--- src/rtl/decode_sequencer.sv ---
// decode_sequencer
//   Buffers fetched instructions in a DEPTH-entry FIFO and feeds them one at a
//   time to an external combinational immediate generator. The head instruction,
//   its PC and the generated immediate are captured into an output register that
//   is handed to rename/dispatch over a valid/ready handshake.
//
// Ports
//   clk, reset                  clock, synchronous active-high reset
//   fetch_valid/ready/instr/pc  fetch-side handshake and payload
//   flush                       single-cycle squash of all buffered work
//   imm_instr / imm_value       drive to / result from the immediate generator
//   dec_valid/ready/instr/pc/imm  decoded output handshake and payload
//   occupancy                   current FIFO entry count
//   stall_count                 saturating count of back-pressured cycles
module decode_sequencer #(
  parameter int unsigned DEPTH = 4,
  parameter int unsigned XLEN  = 32
) (
  input  logic                   clk,
  input  logic                   reset,
  input  logic                   fetch_valid,
  output logic                   fetch_ready,
  input  logic [XLEN-1:0]        fetch_instr,
  input  logic [XLEN-1:0]        fetch_pc,
  input  logic                   flush,
  output logic [XLEN-1:0]        imm_instr,
  input  logic [XLEN-1:0]        imm_value,
  output logic                   dec_valid,
  input  logic                   dec_ready,
  output logic [XLEN-1:0]        dec_instr,
  output logic [XLEN-1:0]        dec_pc,
  output logic [XLEN-1:0]        dec_imm,
  output logic [$clog2(DEPTH):0] occupancy,
  output logic [15:0]            stall_count
);

  localparam int unsigned PtrW = $clog2(DEPTH);
  localparam int unsigned CntW = PtrW + 1;
  localparam logic [CntW-1:0] Full = CntW'(DEPTH);
  localparam logic [XLEN-1:0] Nop  = XLEN'(32'h0000_0013);

  logic [XLEN-1:0] mem_instr_q [DEPTH];
  logic [XLEN-1:0] mem_pc_q    [DEPTH];

  logic [PtrW-1:0] rd_ptr_q, rd_ptr_d;
  logic [PtrW-1:0] wr_ptr_q, wr_ptr_d;
  logic [CntW-1:0] count_q, count_d;

  logic            dec_valid_q, dec_valid_d;
  logic [XLEN-1:0] dec_instr_q, dec_pc_q, dec_imm_q;
  logic [15:0]     stall_q, stall_d;

  logic push, pop;

  always_comb begin
    fetch_ready = (count_q != Full);
    push        = fetch_valid & fetch_ready & ~flush;
    pop         = (count_q != '0) & (~dec_valid_q | dec_ready) & ~flush;

    // Only the registered head feeds the generator; fetch never reaches it.
    imm_instr = (count_q != '0) ? mem_instr_q[rd_ptr_q] : Nop;

    wr_ptr_d = push ? wr_ptr_q + PtrW'(1) : wr_ptr_q;
    rd_ptr_d = pop  ? rd_ptr_q + PtrW'(1) : rd_ptr_q;

    count_d = count_q;
    unique case ({push, pop})
      2'b10:   count_d = count_q + CntW'(1);
      2'b01:   count_d = count_q - CntW'(1);
      default: count_d = count_q;
    endcase

    dec_valid_d = dec_valid_q;
    if (pop) begin
      dec_valid_d = 1'b1;
    end else if (dec_ready) begin
      dec_valid_d = 1'b0;
    end

    if (flush) begin
      wr_ptr_d    = '0;
      rd_ptr_d    = '0;
      count_d     = '0;
      dec_valid_d = 1'b0;
    end

    // Flush deliberately leaves the stall statistic alone.
    stall_d = stall_q;
    if (dec_valid_q && !dec_ready && (stall_q != 16'hFFFF)) begin
      stall_d = stall_q + 16'd1;
    end
  end

  always_ff @(posedge clk) begin
    if (reset) begin
      rd_ptr_q    <= '0;
      wr_ptr_q    <= '0;
      count_q     <= '0;
      dec_valid_q <= 1'b0;
      dec_instr_q <= '0;
      dec_pc_q    <= '0;
      dec_imm_q   <= '0;
      stall_q     <= '0;
      for (int unsigned i = 0; i < DEPTH; i++) begin
        mem_instr_q[i] <= '0;
        mem_pc_q[i]    <= '0;
      end
    end else begin
      rd_ptr_q    <= rd_ptr_d;
      wr_ptr_q    <= wr_ptr_d;
      count_q     <= count_d;
      dec_valid_q <= dec_valid_d;
      stall_q     <= stall_d;
      if (push) begin
        mem_instr_q[wr_ptr_q] <= fetch_instr;
        mem_pc_q[wr_ptr_q]    <= fetch_pc;
      end
      // Data fields are only written on pop and hold while invalid.
      if (pop) begin
        dec_instr_q <= mem_instr_q[rd_ptr_q];
        dec_pc_q    <= mem_pc_q[rd_ptr_q];
        dec_imm_q   <= imm_value;
      end
    end
  end

  assign dec_valid   = dec_valid_q;
  assign dec_instr   = dec_instr_q;
  assign dec_pc      = dec_pc_q;
  assign dec_imm     = dec_imm_q;
  assign occupancy   = count_q;
  assign stall_count = stall_q;

endmodule

--- config.mk ---
export PLATFORM = sky130hd
export DESIGN_NAME = decode_sequencer
export DESIGN_NICKNAME = d
export VERILOG_FILES = /design/src/rtl/decode_sequencer.sv
export SDC_FILE = /design/constraint.sdc
export NUM_CORES = 1
export LEC_CHECK = 0
export ABC_AREA = 1
export CAP_MARGIN = 20
export CORE_ASPECT_RATIO = 0.7
export CORE_MARGIN = 1.5
export CORE_UTILIZATION = 45
export DETAILED_ROUTE_END_ITERATION = 10
export MAX_ROUTING_LAYER = met4
export PLACE_DENSITY = 0.8
export SETUP_SLACK_MARGIN = 0.2
export SLEW_MARGIN = 20
export SYNTH_ARGS = -nofsm -noshare
export SYNTH_HDL_FRONTEND = slang
export SYNTH_SLANG_ARGS = --single-unit
--- constraint.sdc ---
create_clock -name clk -period 5.89 [get_ports clk]
set_input_delay 0.589 -clock clk [delete_from_list [all_inputs] [get_ports clk]]
set_output_delay 0.589 -clock clk [all_outputs]
set_load 0.05 [all_outputs]
==> flow_summary.toml <==
[min_path]
hold_depth = 2
hp-class = "flop to flop"
hold_start = "dec_imm[0]"

[synth]
synth_warnings = 0
synthMuxAreaShare_pct = 0
synth_area_sq_um = 16000
ys_async_sr_fraction_pct = 0
synth_top_family_by_area = "simple AND/OR/NAND/NOR gates"
synth_compound_area_share_pct = 10.5
synth_area_leader_cell = "edfxtp_1"
synth_seq_cells = 378
synth.area.top_cells = "edfxtp_1 48%, dfxtp_1 15%, nor2_1 13%, o21ai_0 5.0%, o22ai_1 2.5%"
yosys.area_share.simple_pct = 20.0
syn_inst = 1642
synthesis.nets = 1746
synth_xor_area_share_pct = 0.0549
synth-adder-area-share_pct = 0.282
synth_flop_cell = "edfxtp_1"
synth-edff-count = 256
synth_cell_types = 38
avgSynthCellArea_sq_um = 9.72
synth.top_cell.area_share_pct = 48.2
yosysSeqAreaShare_pct = 63.5

[layout]
final_area_sq_um = 19900
multi_input_area_sq_um = 4980
nets = 1946
mostFrequentLayoutCells = "554 x nor2_1, 256 x edfxtp_1, 249 x clkdlybuf4s50_1"
drive_gt1_share_pct = 6.53
final_common_cell = "nor2_1"
seq_area_sq_um = 10100
syn2layout_area_growth_pct = 24.4
nFillCells = 3046
final_cells = 2341

[critical_path]
worst-path-buf-inv = 2
slowest_stage = "clkdlybuf4s50_1"
reg2reg_from = "rd_ptr_q[0]"
endpoint_kind = "output port"
endpoint = "imm_instr[0]"
slowest_delay_ns = 0.70
r2r-end = "dec_pc[27]"
r2r_slack_ns = 3.09
cp.required_ns = 5.30
cp.depth = 5
arrival_ns = 3.16
critPathTopFamily = "buffers and inverters"
rr_worst_depth = 6
path_class = "flop to output port"
start_kind = "flop"
crit_chain = "clkinv_2, o21ai_0, o22ai_1, or2_2, clkdlybuf4s50_1"
crit_fanout = 64

[run]
maxCapViolations = 0

[pwr]
peakVddDrop_mv = 0.150
p_leak_nw = 7.94
power.density_nw_per_um2 = 293

[place]
gp_congestion = 0.854
dp_cells = 2273
io_buffers = 249
dpl.hpwl_mm = 24.2
placed_cell_area_sq_um = 18700

[clock_tree]
cts_max_path_buffers = 3
cts_tree = "done"
post_cts_resize_count = 0
post-cts-setup-buffers = 0
htreeDepth = 2
insertion_delay_ns = 0.54
root_buffer = "clkbuf_16"
path_clk_slew_ns = 0.06
ctsHoldBuffers = 0
cts_buffers = 38
cts_sinks = 378

[sta]
tightestPinTransition_ns = 1.06
slew_viol_final = 0
setup_viol = 0
hold_viol_final = 0
slew_headroom_pct = 29.6
period_needed_ns = 3.75
rsz0062_at_grt = "no"
worst_clock_skew_ns = 0.0272
fin_crit_sh_pct = 63.7
fmax_mhz = 267

[routing]
dr.first_iter.drc_count = 1026
wl_per_cell_microns = 17.9
drc = 0
first_pass_iters = 5
ant_nets = 0
via_per_inst = 5.21
totalWireLength_mm = 41.9
num_vias = 12200

[floorplan]
core_sq_um = 34800
die_w_microns = 228
pin_count = 250
start_util_pct = 45.9
die_h_microns = 161
die_area_sq_um = 36600
rows = 57

[grt]
grt_usage_pct = 23.3
overflow = 0
grtUsageMet1_pct = 31.9
antenna_found_initial = 1
use_met3_pct = 3.52
grt_pass1_vias = 11700
grt_pass1_wl_mm = 65.4
grt_max_degree = 98
use_met2_pct = 37.0
grt.busiest_layer = "met2"

[outcome]
status = "complete, no violations"
[Yosys cell counts, types with 2 or more instances]
master / instances
a21oi_1: 15
or2_1: 2
nand2_4: 30
ha_1: 2
nand3_4: 2
o22ai_1: 64
or2_2: 2
nor3_1: 2
dfxtp_1: 122
nor2_2: 4
and2_1: 29
nor2_1: 554
buf_1: 8
inv_1: 96
nand3_1: 10
buf_12: 3
edfxtp_1: 256
inv_2: 3
buf_6: 3
o21ai_1: 75
buf_2: 25
clkbuf_1: 55
nand4_1: 3
nand2_1: 96
o21ai_0: 159
buf_4: 10
[how the worst min path moves through the flow]
stage,to
global placement,dec_imm[27]
finish,dec_imm[0]
floorplan,wr_ptr_q[0]
global route,dec_imm[26]
detailed placement,dec_imm[0]
CTS,dec_imm[0]
[through the flow]
stage	power, mW	TNS, ns	setup slack (ns)	hold WS [ns]	utilization, %
3_5_place_dp	3.60	0	2.45	0.473	53.7
5_1_grt	6.02	0	1.98	0.504	57.0
4_1_cts	5.86	0	1.87	0.486	56.9
2_1_floorplan	3.38	-95.09	-0.495	0.468	-
6_report	5.82	0	2.14	0.482	57.0
3_3_place_gp	3.59	0	2.46	0.462	53.7
[power by group]
group | internal (mW) | switching [mW]
clock network | 1.28 | 0.998
registers | 2.95 | 0.0387
logic | 0.187 | 0.368
total | 4.41 | 1.40
[registers in the layout, indices dropped and copies added, names as in the netlist, 3 cells and up, named ones only]
signal       flops
dec_pc          32
dec_instr       32
stall_count     16
occupancy        3
mem_pc_q       128
mem_instr_q    128
dec_imm         32
[cells by family after synthesis]
| kind of cell | count (synthesis) |
|---|---|
| compound gates | 316 |
| xor+xnor | 1 |
| fa+ha+maj | 3 |
| buf+inv | 204 |
| flops | 378 |
| simple gates | 740 |
[cell type report]
| type | count | share of cell area [%] |
|---|---|---|
| Tap cell | 472 | 2.97 |
| Clock inverter | 11 | 0.435 |
| Timing Repair Buffer | 264 | 13.2 |
| Multi-Input combinational cell | 1060 | 25.1 |
| Clock buffer | 55 | 5.27 |
| Inverter | 100 | 1.93 |
| Sequential cell | 378 | 51.0 |
| Antenna cell | 1 | 0.0126 |
[worst register-to-register path: cells and delay by family, from the launching register on]
family	cells	cell delay, ns
and+or+nand+nor	2	0.28
AOI/OAI and AO/OA	2	0.60
buffers and inverters	2	1.48
DFF	1	0.31
[layer usage]
layer	share of wire (%)	up-vias
met3	6.6	51
met4	1.4	0
li1	-	5856
met1	46	5891
met2	46	410
met5	0	-
No activity file was read; power rests on OpenSTA's default activity.
